===== src/rtl/addsub_pkg.sv =====
// Shared definitions for the nibble-serial adder/subtractor: slice width and FSM encoding.
package addsub_pkg;

  localparam int NIBBLE_W = 4;

  typedef enum logic [1:0] {
    IDLE = 2'd0,
    RUN  = 2'd1,
    DONE = 2'd2
  } state_t;

endpackage


===== src/rtl/addsub_nibble.sv =====
// Combinational 4-bit add/subtract slice; c3 is the carry into bit 3 for overflow detection.
module addsub_nibble
  import addsub_pkg::*;
(
  input  logic [NIBBLE_W-1:0] a,
  input  logic [NIBBLE_W-1:0] b,
  input  logic                mode,
  input  logic                cin,
  output logic [NIBBLE_W-1:0] sum,
  output logic                cout,
  output logic                c3
);

  logic [NIBBLE_W-1:0] bx;
  logic [NIBBLE_W:0]   full;
  logic [NIBBLE_W-1:0] low;

  // Subtraction is a + ~b + 1, the +1 arriving as the initial carry.
  assign bx   = b ^ {NIBBLE_W{mode}};
  assign full = {1'b0, a} + {1'b0, bx} + {{NIBBLE_W{1'b0}}, cin};
  assign low  = {1'b0, a[NIBBLE_W-2:0]} + {1'b0, bx[NIBBLE_W-2:0]} + {{(NIBBLE_W-1){1'b0}}, cin};

  assign sum  = full[NIBBLE_W-1:0];
  assign cout = full[NIBBLE_W];
  assign c3   = low[NIBBLE_W-1];

endmodule


===== src/rtl/serial_addsub_16bit.sv =====
// Nibble-serial adder/subtractor: one 4-bit slice per clock, valid/ready on both sides.
// Optional signed-overflow output enabled by defining ADDSUB_OVF_EN.
module serial_addsub_16bit
  import addsub_pkg::*;
#(
  parameter int NIBBLES = 4
)
(
  input  logic                        clk,
  input  logic                        rst,
  input  logic                        in_valid,
  output logic                        in_ready,
  input  logic [NIBBLE_W*NIBBLES-1:0] a,
  input  logic [NIBBLE_W*NIBBLES-1:0] b,
  input  logic                        mode,
  output logic                        out_valid,
  input  logic                        out_ready,
  output logic [NIBBLE_W*NIBBLES-1:0] result,
  output logic                        cout,
  output logic                        busy
`ifdef ADDSUB_OVF_EN
  ,
  output logic                        ovf
`endif
);

  localparam int W     = NIBBLE_W * NIBBLES;
  localparam int IDX_W = (NIBBLES > 1) ? $clog2(NIBBLES) : 1;
  localparam logic [IDX_W-1:0] LAST_IDX = IDX_W'(NIBBLES - 1);

  state_t              state, state_nxt;
  logic [W-1:0]        a_q, b_q, result_q;
  logic                mode_q, carry_q, cout_q;
  logic [IDX_W-1:0]    idx_q;
  logic                accept, last_nib;
  logic [NIBBLE_W-1:0] nib_sum;
  logic                nib_cout;
`ifdef ADDSUB_OVF_EN
  logic                nib_c3;
  logic                ovf_q;
`else
  logic                unused_c3;
`endif

  assign in_ready  = (state == IDLE);
  assign out_valid = (state == DONE);
  assign busy      = (state != IDLE);
  assign accept    = in_valid && in_ready;
  assign last_nib  = (state == RUN) && (idx_q == LAST_IDX);
  assign result    = result_q;
  assign cout      = cout_q;

  always_ff @(posedge clk or posedge rst) begin
    if (rst) state <= IDLE;
    else     state <= state_nxt;
  end

  always_comb begin
    state_nxt = state;
    unique case (state)
      IDLE:    if (in_valid)  state_nxt = RUN;
      RUN:     if (last_nib)  state_nxt = DONE;
      DONE:    if (out_ready) state_nxt = IDLE;
      default:                state_nxt = IDLE;
    endcase
  end

  // Operands are captured once so input changes during RUN cannot leak in.
  always_ff @(posedge clk) begin
    if (accept) begin
      a_q    <= a;
      b_q    <= b;
      mode_q <= mode;
    end
  end

  addsub_nibble u_nibble (
    .a    (a_q[idx_q*NIBBLE_W +: NIBBLE_W]),
    .b    (b_q[idx_q*NIBBLE_W +: NIBBLE_W]),
    .mode (mode_q),
    .cin  (carry_q),
    .sum  (nib_sum),
    .cout (nib_cout),
`ifdef ADDSUB_OVF_EN
    .c3   (nib_c3)
`else
    .c3   (unused_c3)
`endif
  );

  always_ff @(posedge clk or posedge rst) begin
    if (rst) begin
      idx_q    <= '0;
      carry_q  <= 1'b0;
      result_q <= '0;
      cout_q   <= 1'b0;
    end else if (accept) begin
      idx_q   <= '0;
      carry_q <= mode;
    end else if (state == RUN) begin
      result_q[idx_q*NIBBLE_W +: NIBBLE_W] <= nib_sum;
      carry_q <= nib_cout;
      idx_q   <= idx_q + 1'b1;
      if (last_nib) cout_q <= nib_cout;
    end
  end

`ifdef ADDSUB_OVF_EN
  // Signed overflow: carry into the MSB disagrees with carry out of it.
  always_ff @(posedge clk or posedge rst) begin
    if (rst)           ovf_q <= 1'b0;
    else if (last_nib) ovf_q <= nib_c3 ^ nib_cout;
  end

  assign ovf = ovf_q;
`endif

endmodule


===== config.mk =====
export PLATFORM = sky130hd
export DESIGN_NAME = serial_addsub_16bit
export DESIGN_NICKNAME = d
export VERILOG_FILES = /design/src/rtl/addsub_pkg.sv /design/src/rtl/addsub_nibble.sv /design/src/rtl/serial_addsub_16bit.sv
export SDC_FILE = /design/constraint.sdc
export NUM_CORES = 1
export LEC_CHECK = 0
export ABC_AREA = 1
export BUFFER_PORTS_ARGS = -buffer_cell sky130_fd_sc_hd__clkbuf_2
export CAP_MARGIN = 10
export CELL_PAD_IN_SITES_DETAIL_PLACEMENT = 1
export CELL_PAD_IN_SITES_GLOBAL_PLACEMENT = 2
export CORE_MARGIN = 1
export CORE_UTILIZATION = 38
export CTS_BUF_LIST = sky130_fd_sc_hd__clkbuf_4
export CTS_CLUSTER_DIAMETER = 60
export DETAILED_ROUTE_END_ITERATION = 10
export GPL_ROUTABILITY_DRIVEN = 1
export GPL_TIMING_DRIVEN = 0
export PLACE_DENSITY = 0.95
export SLEW_MARGIN = 10
export SYNTH_ARGS = -nofsm -noshare
export SYNTH_HDL_FRONTEND = slang
export SYNTH_SLANG_ARGS = --single-unit

===== constraint.sdc =====
create_clock -name clk -period 6.8 [get_ports clk]
set_input_delay 0.68 -clock clk [delete_from_list [all_inputs] [get_ports clk]]
set_output_delay 0.68 -clock clk [all_outputs]
set_load 0.05 [all_outputs]

# Word-level counts from Yosys, hierarchy flattened
# Cells that the tools add are included.
[totals]
ramBits = 0
memories = 0
latch_bits = 0
mem_bits_ro = 0
elab_cells = 41
inputBits = 37
regBits = 55
out_inout_bits = 20
[op_classes]
n_div = 0
multipliers = 0
n_reduce_logical = 8
mux = 9
add_sub_neg = 4
bitwise = 2
magnitude_cmp = 0
shifts = 4
n_eq_ne = 6
[op_table]
columns = ["op", "n"]
rows = [
  ["negation 4 -> 34 bit", 1],
  ["variable shift 4 x 34 -> 16 bit, first input constant", 1],
  ["variable part select 4 x 34 -> 16 bit", 1],
  ["variable part select 16 x 5 -> 4 bit", 2],
  ["bitwise mux 16 bit", 1],
  ["2-to-1 mux 2 bit", 5],
  ["one-hot mux 2 bit (3 select lines)", 1],
  ["AND reduction 3 bit", 2],
  ["adder 4 x 4 -> 5 bit", 1],
  ["adder 5 x 1 -> 5 bit", 1],
  ["equality test 2 bit, second input constant", 2],
  ["inequality test 2 bit, second input constant", 2],
  ["nonzero test 2 bit", 2],
  ["bitwise XOR 4 bit", 1],
  ["adder 2 x 1 -> 2 bit, second input constant", 1],
  ["equality test 2 x 1 -> 1 bit, second input constant", 1],
  ["logical AND 1 bit", 2],
  ["zero test 2 bit", 1],
  ["2-to-1 mux 1 bit", 2],
  ["inequality test 2 x 1 -> 1 bit, second input constant", 1],
  ["AND reduction 2 bit", 1],
  ["inverter 1 bit", 1],
]

# Depth between registers and ports, before layout
# Gate-level depths: netlist of the first run.
[depth]
depth_word = 6
depth_mapped = 14

# By module
# From an unflattened synthesis of the first run, not the netlist that was laid out.
[unflattened]
cells_unflattened = 250
area_unflattened_um2 = 2642.5
[modules_own_cells]
columns = ["module", "instances", "seq_area_each_um2", "area_per_inst_um2", "cells_per_inst"]
rows = [
  ["serial_addsub_16bit", 1, 1541.5, 2454.9, 225],
  ["addsub_nibble", 1, 0.0, 187.7, 25],
]

# Worst setup path before layout of the first run
# No wires, ideal clock.
[synth_path]
path_type = "flip-flop to flip-flop"
start = "register state[1]"
end = "register idx_q[0]"
t_arrival_ns = 2.607
path_stages_with_launch = 7
period_less_slack_ns = 2.742
slack_ns = 4.058
n_path_buf = 0
t_required_ns = 6.665
cell_sequence = "dfrtp_1 inv_2 nand2_2 nor2_1 nor2_1 nand2_1 o21ai_0"
[synth_via]
elab_chain_cells = 3
word_cells_on_any_way = 5
classes_between = "1 x eq/ne; 1 x mux; 3 x reduce/logical"
[synth_rtl]
columns = ["item", "line_no", "rtl"]
rows = [
  ["start, declared", "serial_addsub_16bit.sv:31", "state_t state, state_nxt;"],
  ["start signal, assigned", "serial_addsub_16bit.sv:55", "else state <= state_nxt;"],
  ["zero test 2 bit (*)", "serial_addsub_16bit.sv:45", "assign in_ready = (state == IDLE);"],
  ["logical AND 1 bit (*)", "serial_addsub_16bit.sv:48", "assign accept = in_valid && in_ready;"],
  ["named net accept", "serial_addsub_16bit.sv:35", "logic accept, last_nib;"],
  ["2-to-1 mux 2 bit or nonzero test 2 bit (tied branches)", "n/a", ""],
  ["end signal, assigned", "serial_addsub_16bit.sv:103", "idx_q <= idx_q + 1'b1;"],
  ["end, declared", "serial_addsub_16bit.sv:34", "logic [IDX_W-1:0] idx_q;"],
]
# Mark *: on every way through the listed nets, which the timed path passes. The rest lies on a longest branch.
# A chain may end at the register's enable or synchronous reset.

# Worst setup path in the final report of the first run
[layout_path]
start = "register idx_q[1]"
end = "register result_q[6] (netlist: result[6])"
[layout_via]
elab_chain_cells = 6
word_cells_on_any_way = 9
classes_between = "3 x add/sub; 4 x shift; 1 x mux; 1 x bitwise"
[layout_rtl]
columns = ["item", "line_no", "rtl"]
rows = [
  ["variable part select 16 x 5 -> 4 bit", "serial_addsub_16bit.sv:79", ".b (b_q[idx_q*NIBBLE_W +: NIBBLE_W]),"],
  ["bitwise XOR 4 bit", "addsub_nibble.sv:19", "assign bx = b ^ {NIBBLE_W{mode}};"],
  ["adder 4 x 4 -> 5 bit", "addsub_nibble.sv:20", "assign full = {1'b0, a} + {1'b0, bx} + {{NIBBLE_W{1'b0}}, cin};"],
  ["adder 5 x 1 -> 5 bit", "addsub_nibble.sv:20", ""],
  ["variable part select 4 x 34 -> 16 bit", "serial_addsub_16bit.sv:101", "result_q[idx_q*NIBBLE_W +: NIBBLE_W] <= nib_sum;"],
  ["bitwise mux 16 bit (*)", "serial_addsub_16bit.sv:101", ""],
  ["end signal, assigned by index", "serial_addsub_16bit.sv:101", ""],
  ["end, declared", "serial_addsub_16bit.sv:32", "logic [W-1:0] a_q, b_q, result_q;"],
]
# Mark *: on every way between the ends. The rest lies on a longest branch, timed or not.

==> metrics.txt, run 1 <==
Req. time, crit path 7.10 ns; Post-synth EDFFs 33; fraction of layout cells with a size suffix above 1 28.6%; die height just over 80 um; Final Hold Viols 0; Most used DFF post-synth edfxtp_1; htree depth 2; pin count of the biggest net entering global routing 34; synthesized area about 2500 um2; area post-placement between 2000 and 3000 um2; Detailed Route Iter0 Violations 63; area occupied by multi-input gates 812 um2; num rows 28; CP max FO 11; Worst VDD drop 0.202 mV; Yosys warnings 0; Static Leak 1.37 nW; CTS buffer count 5; first-pass GRT wire length about 8600 um; PortBufs 56; vias in the first global route 1,864; Core Footprint 6060 um2; final worst setup slack 3.74 ns; Mapped Nets around 270; DR vias 1,787; Total Die Area about 6800 um2; Clk Latency, worst-skew pair 0.37 ns; sequential share of the synthesized area ~63%; Fmax 0.327 GHz; Residual DRC 0; post-DP HPWL between 3000 and 4000 um; CTS tree built; Area Growth Syn to Fin 20.7%; arrival time worst endpoint around 3.4 ns; Yosys top cell area share 40.4%; commonest cells in the netlist nand2_1, edfxtp_1, dfrtp_1; # IOs 57; Post-layout nets 337; vias per std cell roughly 4.9; DP Worst Slack 3.76 ns; Register Area between 1500 and 2000 um2; Die Width 82.3 um; Placer Congestion 0.788; Starting Density 40.4%; Rel. slew slack 44.1%; #FFs+latches synth 55; Min-Delay Path Class input port to async pin; top post-synthesis cells by area edfxtp_1, dfrtp_1, nand2_1, ha_1, nand3_1; initial antenna violation count 0; CP startpoint kind flop; drt wl/cell 14.4 um; Final Cell Area 2960 um2; post-route ant nets 0; Initial DRT Pass Iterations 4; worst setup path category flop to flop; Final setup viols 0; Clk pin slew, worst setup/hold paths 0.15 ns; Synth async-reset ratio 40.0%; Total GRT Usage 17.4%; syn avg cell area 10.9 um2; fillers 712; count leader, synth nand2_1; Syn Inst Count 225; total of max-cap violations 0; Tcrit/Tclk final 45.0%; CTS sink count 55; unrepaired setup endpoints after global routing false; cell taking the most area after synthesis edfxtp_1; Routed WL 5260 um; gr ovfl total 0; clk_skew 0.0101 ns; diode count 0; cts repair resizes 0; status finished clean; Max Slew Vio Count 0; Hold Buf Count CTS 0; Post-Route Setup TNS 0 ns; Setup Fix Bufs, Post-CTS 0; Crit. End Element flop; clk root buf clkbuf_4; Slew @ Worst Pin around 0.84 ns; min Tclk post-route 3.06 ns; worst-case reg-to-reg path depth 11; Netlist cell types 27; P per Cell Area 531 nW/um2; CTS max path bufs 2
final timing paths:
check / startpoint / slack [ns] / endpoint
max in group asynchronous: rst / 5.85 / idx_q[1]$_DFFE_PP0P_
worst max register to register: idx_q[1]$_DFFE_PP0P_ / 3.74 / result[6]$_DFFE_PP0P_
worst min register to register: result[11]$_DFFE_PP0P_ / 0.50 / result[11]$_DFFE_PP0P_
worst max-delay path: idx_q[1]$_DFFE_PP0P_ / 3.74 / result[6]$_DFFE_PP0P_
worst min-delay path: rst / 0.44 / cout$_DFFE_PP0P_
min in group clk: a[9] / 0.47 / a_q[9]$_DFFE_PP_
worst max-delay path, cell delays in order (launching register included):
cell and delay, ns:
dfrtp_1 0.42, buf_2 0.26, clkinv_1 0.36, nand3_1 0.20
nand2_1 0.08, xor2_1 0.17, fa_1 0.48, fa_1 0.44
xnor2_1 0.17, nor2_1 0.17, nand2_1 0.11, o21ai_1 0.15
metrics by stage:
stage               cells  total power (W)  hold slack (ns)  utilization, %
finish                365          0.00157            0.437            48.8
global route          365          0.00170            0.455            48.8
CTS                   365          0.00159            0.445            48.8
detailed placement    357          0.00137            0.468            47.1
global placement      356          0.00133            0.463            46.6
floorplan             225          0.00113            0.473               -
cell type report:
| class | count | area share, % |
|---|---|---|
| clock inverters | 2 | 2.03 |
| plain buffers | 5 | 1.02 |
| repair buffers | 57 | 10.2 |
| clock buffers | 6 | 1.52 |
| flip-flops and latches | 55 | 52.1 |
| multi-input cells | 145 | 27.5 |
| well taps | 75 | 3.17 |
| inverters | 20 | 2.54 |
where the power goes:
part           internal (W)  total (W)  switching [W]
Sequential         0.000451   0.000496      0.0000445
Combinational      0.000259   0.000860       0.000601
Clock              0.000119   0.000216      0.0000971
Total              0.000829    0.00157       0.000743
cell families (layout without fill, tap and decap cells):
logic type | after synthesis | in the layout | share of synthesized area [%]
AO/OA/AOI/OAI | 27 | 27 | 6.38
XOR/XNOR | 5 | 5 | 1.79
adder cells (fa/ha/maj) | 11 | 11 | 6.23
buffers and inverters | 25 | 90 | 4.29
flip-flops | 55 | 55 | 62.9
AND/OR/NAND/NOR | 102 | 102 | 18.4
layout by cell type, fill, tap and decap left out, types with 3 or more instances in the layout:
master,netlist,final
o22ai_1,5,5
o21ai_0,9,9
o21ai_1,6,6
edfxtp_1,33,33
nor2_1,17,16
nand2_2,4,4
ha_1,9,9
xor2_1,4,4
nand3_1,18,18
inv_1,13,13
inv_2,6,6
nand2_1,58,58
clkbuf_4,0,6
buf_2,3,3
clkbuf_2,0,56
dfrtp_1,22,22
metal layers:
metal  up-vias  wire [um]  GRT usage, %
met5         -          0             0
met4         0         51          5.26
met3         5        196          2.75
met2        44       2680          30.4
met1       856       2330          22.2
li1        882          -             -
sequential cells by signal (all words and copies together) (netlist names):
| register | flops |
|---|---|
| result | 16 |
| idx_q | 2 |
| b_q | 16 |
| carry_q | 1 |
| mode_q | 1 |
| a_q | 16 |
| cout | 1 |
| state | 2 |
No activity file was read; power rests on OpenSTA's default activity.
==> inputs of run 2 (changes only) <==
--- a/config.mk
+++ b/config.mk
@@ -11,13 +11,13 @@
 export CELL_PAD_IN_SITES_DETAIL_PLACEMENT = 1
 export CELL_PAD_IN_SITES_GLOBAL_PLACEMENT = 2
 export CORE_MARGIN = 1
-export CORE_UTILIZATION = 38
+export CORE_UTILIZATION = 35
 export CTS_BUF_LIST = sky130_fd_sc_hd__clkbuf_4
 export CTS_CLUSTER_DIAMETER = 60
 export DETAILED_ROUTE_END_ITERATION = 10
 export GPL_ROUTABILITY_DRIVEN = 1
 export GPL_TIMING_DRIVEN = 0
-export PLACE_DENSITY = 0.95
+export PLACE_DENSITY = 0.9
 export SLEW_MARGIN = 10
 export SYNTH_ARGS = -nofsm -noshare
 export SYNTH_HDL_FRONTEND = slang
==> constraint.sdc (replaced) <==
create_clock -name clk -period 3 [get_ports clk]
set_input_delay 0.3 -clock clk [delete_from_list [all_inputs] [get_ports clk]]
set_output_delay 0.3 -clock clk [all_outputs]
set_load 0.05 [all_outputs]
==> run 2 against run 1 <==
  * Cell area rose by 0.97%
  * Non-clock buffer count up 1
  * Total power grew 120%
  * Global-route usage decreased by 1.9 points
  * Utilization shrank 4.8 points
  * Worst setup slack got worse by 3.5 ns
  * Via count rose by 0.73%
  * Final cell count increased by 6.0%
  * Critical endpoint unchanged
==> metrics.txt, run 2 (same netlist as run 1, synthesis figures left out) <==
unrepaired setup endpoints after global routing false; worst setup path category flop to flop; Total GRT Usage 15.6%; clk_skew 0.0124 ns; Initial DRT Pass Iterations 4; CP max FO 10; fraction of layout cells with a size suffix above 1 29.9%; CTS max path bufs 2; most common cell after layout, fill and taps aside nand2_1; status finished clean; Rel. slew slack 43.1%; worst-case reg-to-reg path depth 12; PortBufs 56; CTS sink count 55; dpl cells roughly 380; RR Startpoint idx_q[0]$_DFFE_PP0P_; Fmax 0.361 GHz; arrival time worst endpoint 3.08 ns; Finished Layout Cells 387; Clk pin slew, worst setup/hold paths around 0.16 ns; Area Growth Syn to Fin 21.8%; Worst VDD drop 0.341 mV; # IOs between 50 and 60; worst setup path endpoint result[6]$_DFFE_PP0P_; CTS tree built; Placer Congestion 0.712; num rows 30; crit path launch idx_q[0]$_DFFE_PP0P_; initial antenna violation count 0; vias per std cell about 4.7; Post-layout nets between 300 and 400; Max Slew Vio Count 0; Residual DRC 0; DR vias 1,800; vias in the first global route 1,791; Slew @ Worst Pin 0.852 ns; Detailed Route Iter0 Violations 56; min Tclk post-route 2.77 ns; clk root buf clkbuf_4; pin count of the biggest net entering global routing 23; Total Die Area 7340 um2; Slowest Stage Delay on Critical Path around 0.48 ns; commonest cells after routing, fill and taps aside nand2_1, clkbuf_2, edfxtp_1, dfrtp_1, nand3_1; Crit. End Element flop; P per Cell Area between 1000 and 1500 nW/um2; CP Cell Sequence clkbuf_4 > buf_4 > nand2_1 > nand3_1 > nand2_1 > xor2_1 > fa_1 > fa_1 > xnor2_1 > nor2_2 > nand2_1 > o21ai_1; Static Leak around 1.4 nW; Core Footprint 6790 um2; CP startpoint kind flop; FF-to-FF End result[6]$_DFFE_PP0P_; r2r setup slk 0.23 ns; htree depth 2; Routed WL 5280 um; Hold Buf Count CTS 0; WHS 0.0525 ns; Min-Delay Path Class input port to async pin; Req. time, crit path 3.31 ns; CTS buffer count 5; Die Width 85.7 um; Tcrit/Tclk final approximately 92%; Final setup viols 0; gr ovfl total 0; post-route ant nets 0; die height about 86 um; Final Hold Viols 0; Post-Route Setup TNS 0 ns; first-pass GRT wire length 8650 um; Clk Latency, worst-skew pair 0.38 ns; CP max stage cell fa_1; CP most frequent cell nand2_1; diode count 0; drt wl/cell 13.6 um; post-DP HPWL 4060 um; total of max-cap violations 0; Starting Density 36.1%
==> run 2: where the power goes <==
group          switching, W  leakage, nW  total (W)  internal [W]
Combinational       0.00137        0.731    0.00199      0.000617
Clock              0.000229       0.0452   0.000405      0.000176
Sequential        0.0000964        0.602    0.00112       0.00102
==> run 2: metal layers <==
metal / up-vias / track usage, % / wire length, um
li1: 882 / - / -
met5: - / 0 / 0
met1: 859 / 19.6 / 2250
met4: 0 / 5.45 / 74
met3: 8 / 2.69 / 222
met2: 51 / 27.1 / 2740
==> run 2: area by class of cell <==
type	count	area [um2]
fill	796	3810
sequential	55	1540
multi-input combinational	145	815
timing repair buffer	58	315
tap	96	120
inverter	20	77.6
clock inverter	3	43.8
clock buffer	5	37.5
buffer	5	36.3
==> run 2: repair_timing <==
action	4_1_cts	5_1_grt
hold endpoints to repair	0	0
gates cloned	0	0
endpoints found under the setup margin	3	4
resized for setup	1	7
pin swaps	0	1
setup buffers	0	1
==> run 2: per-stage QoR <==
step	worst slack, ns	util (%)	total power [W]	instance area, um2
after floorplan	0.258	-	0.00256	2450
after global placement	-0.127	42.0	0.00302	2850
after detailed placement	-0.117	42.5	0.00310	2890
after CTS	0.0548	43.7	0.00352	2970
after global routing	0.00660	44.0	0.00381	2990
final	0.233	44.0	0.00351	2990
==> run 2: how the worst min path moves through the flow <==
stage / cells past startpoint / slack [ns] / endpoint
final: 2 / 0.05 / cout$_DFFE_PP0P_
after global routing: 1 / 0.05 / a_q[15]$_DFFE_PP_
after CTS: 1 / 0.07 / a_q[15]$_DFFE_PP_
after detailed placement: 2 / 0.47 / result[3]$_DFFE_PP0P_
after global placement: 2 / 0.46 / result[8]$_DFFE_PP0P_
after floorplan: 1 / 0.29 / carry_q$_DFFE_PP0P_
==> run 2: worst max-delay path, delay by kind of cell, from the launching register on <==
kind	cells	cell delay, ns
flip-flops	1	0.43
XOR/XNOR	2	0.34
AND/OR/NAND/NOR	5	0.45
adder cells (fa/ha/maj)	2	0.92
buffers and inverters	2	0.43
AO/OA/AOI/OAI	1	0.15
==> inputs of run 3 (changes only) <==
--- a/config.mk
+++ b/config.mk
@@ -16,7 +16,6 @@
 export CTS_CLUSTER_DIAMETER = 60
 export DETAILED_ROUTE_END_ITERATION = 10
 export GPL_ROUTABILITY_DRIVEN = 1
-export GPL_TIMING_DRIVEN = 0
 export PLACE_DENSITY = 0.9
 export SLEW_MARGIN = 10
 export SYNTH_ARGS = -nofsm -noshare
==> run 3 against run 2 <==
  * Utilization decreased by 1.2 points
  * Highest routed layer unchanged
  * Non-clock buffer count decreased by 4
  * Flip-flop and latch count unchanged
  * Die area unchanged
  * Clock power decreased by 19%
  * Final cell count decreased by 1.0%
  * Fmax increased by 6.3%
  * Sequential power about the same
  * Cell area decreased by 2.8%
  * Global-route usage decreased by 0.090 points
  * Worst hold slack improved by 0.013 ns
  * Critical endpoint is now result[14]$_DFFE_PP0P_
  * Largest cell class unchanged
  * Largest power group unchanged
==> metrics.txt, run 3 (same netlist as run 1, synthesis figures left out) <==
status finished clean; CTS max path bufs 2; Hold Buf Count CTS 0; Detailed Route Iter0 Violations 75; Max Slew Vio Count 0; min Tclk post-route 2.60 ns; Clk pin slew, worst setup/hold paths around 0.15 ns; initial antenna violation count 0; die height ~86 um; met1 Resource Use GR 19.6%; CTS tree built; # IOs 57; first-pass GRT wire length 8760 um; arrival time worst endpoint between 2 and 3 ns; Die Width 85.7 um; num rows 30; CP most frequent cell nand2_1; CTS sink count 55; clk root buf clkbuf_4; post-route ant nets 0; Residual DRC 0; most common cell after layout, fill and taps aside nand2_1; diode count 0; htree depth 2; met3 Use GR 2.98%; DR vias 1,766; Initial DRT Pass Iterations 4; vias per std cell 4.61; Post-Route Setup TNS 0 ns; CP Cell Sequence buf_4 > nand2_1 > nand3_1 > nand2_1 > xor2_1 > fa_1 > fa_1 > xnor2_1 > nor2_1 > nand2_1 > o21ai_1; unrepaired setup endpoints after global routing false; fraction of layout cells with a size suffix above 1 ~28%; Slowest Stage Delay on Critical Path approximately 0.47 ns; clk_skew 0.00493 ns; PortBufs 56; total of max-cap violations 0; Top delay family on crit path adder cells; Routed WL 5240 um; Total GRT Usage 15.5%; Req. time, crit path 3.30 ns; Total Die Area 7340 um2; CP max FO 27; Final Hold Viols 0; CP startpoint kind flop; CTS buffer count 5; Min-Delay Path Class input port to async pin; pin count of the biggest net entering global routing 32; Fmax 0.384 GHz; Static Leak 1.33 nW; post-DP HPWL 4070 um; gr ovfl total 0; worst setup path category flop to flop; vias in the first global route 1,838; Final setup viols 0; CP max stage cell fa_1; Tcrit/Tclk final 86.7%; GR Layer Usage met2 between 20% and 30%; Starting Density 36.1%; Rel. slew slack 43.4%; Setup Fix Bufs, Post-CTS 0; crit path buf inv count 1; Slew @ Worst Pin 0.848 ns; Placer Congestion 0.787; Crit. End Element flop; Clk Latency, worst-skew pair 0.36 ns; Core Footprint between 6000 and 7000 um2; P per Cell Area 1150 nW/um2; Worst VDD drop about 0.40 mV; crit path launch idx_q[0]$_DFFE_PP0P_; drt wl/cell between 10 and 15 um; Post-layout nets about 330; RR Startpoint idx_q[0]$_DFFE_PP0P_; cts repair resizes 0; Area Growth Syn to Fin 18.5%; global route hottest layer met2; commonest cells after routing, fill and taps aside nand2_1, clkbuf_2, edfxtp_1, dfrtp_1, nand3_1; Power, Total 0.00333 W
==> run 3: layout make-up <==
class                      count  area (um2)
fill                         809        3890
sequential                    55        1540
multi-input combinational    145         807
timing repair buffer          59         303
tap                           96         120
inverter                      20        75.1
clock buffer                   6        45.0
clock inverter                 2        12.5
==> run 3: metal layers <==
layer	part of all wire, %	routed length (um)
met5	0	0
met1	44	2280
met3	3.9	207
met4	1.4	71
met2	51	2680
==> run 3: final timing paths <==
kind / end / slack [ns] / cells after the start
setup / recovery: result[14]$_DFFE_PP0P_ / 0.40 / 11
hold / removal: result[9]$_DFFE_PP0P_ / 0.07 / 2
setup reg to reg: result[14]$_DFFE_PP0P_ / 0.40 / 11
hold reg to reg: result[8]$_DFFE_PP0P_ / 0.49 / 2
max in group asynchronous: state[0]$_DFFE_PP0P_ / 2.42 / 2
min in group clk: a_q[7]$_DFFE_PP_ / 0.10 / 1
==> run 3: worst reg2reg max path: cells and delay by family (launching register included) <==
kind / cells / cell delay, ns
AO/OA/AOI/OAI: 1 / 0.13
flip-flops: 1 / 0.40
adder cells (fa/ha/maj): 2 / 0.91
buffers and inverters: 1 / 0.30
XOR/XNOR: 2 / 0.33
AND/OR/NAND/NOR: 5 / 0.49
==> run 3: per-stage QoR <==
step	hold slack (ns)	cells	utilization (%)	instance area [um2]	setup WS [ns]
2_1_floorplan	0.289	225	-	2450	0.258
3_3_place_gp	0.464	375	41.9	2850	0.530
3_5_place_dp	0.466	375	41.9	2850	0.407
4_1_cts	0.0872	383	42.7	2900	0.363
5_1_grt	0.0701	383	42.7	2900	0.226
6_report	0.0658	383	42.7	2900	0.398
==> run 3: where the power goes <==
group	leakage, nW	total [W]	switching (W)	internal, W
combinational	0.702	0.00188	0.00132	0.000558
clock	0.0317	0.000327	0.000227	0.000100
sequential	0.602	0.00112	0.0000973	0.00102
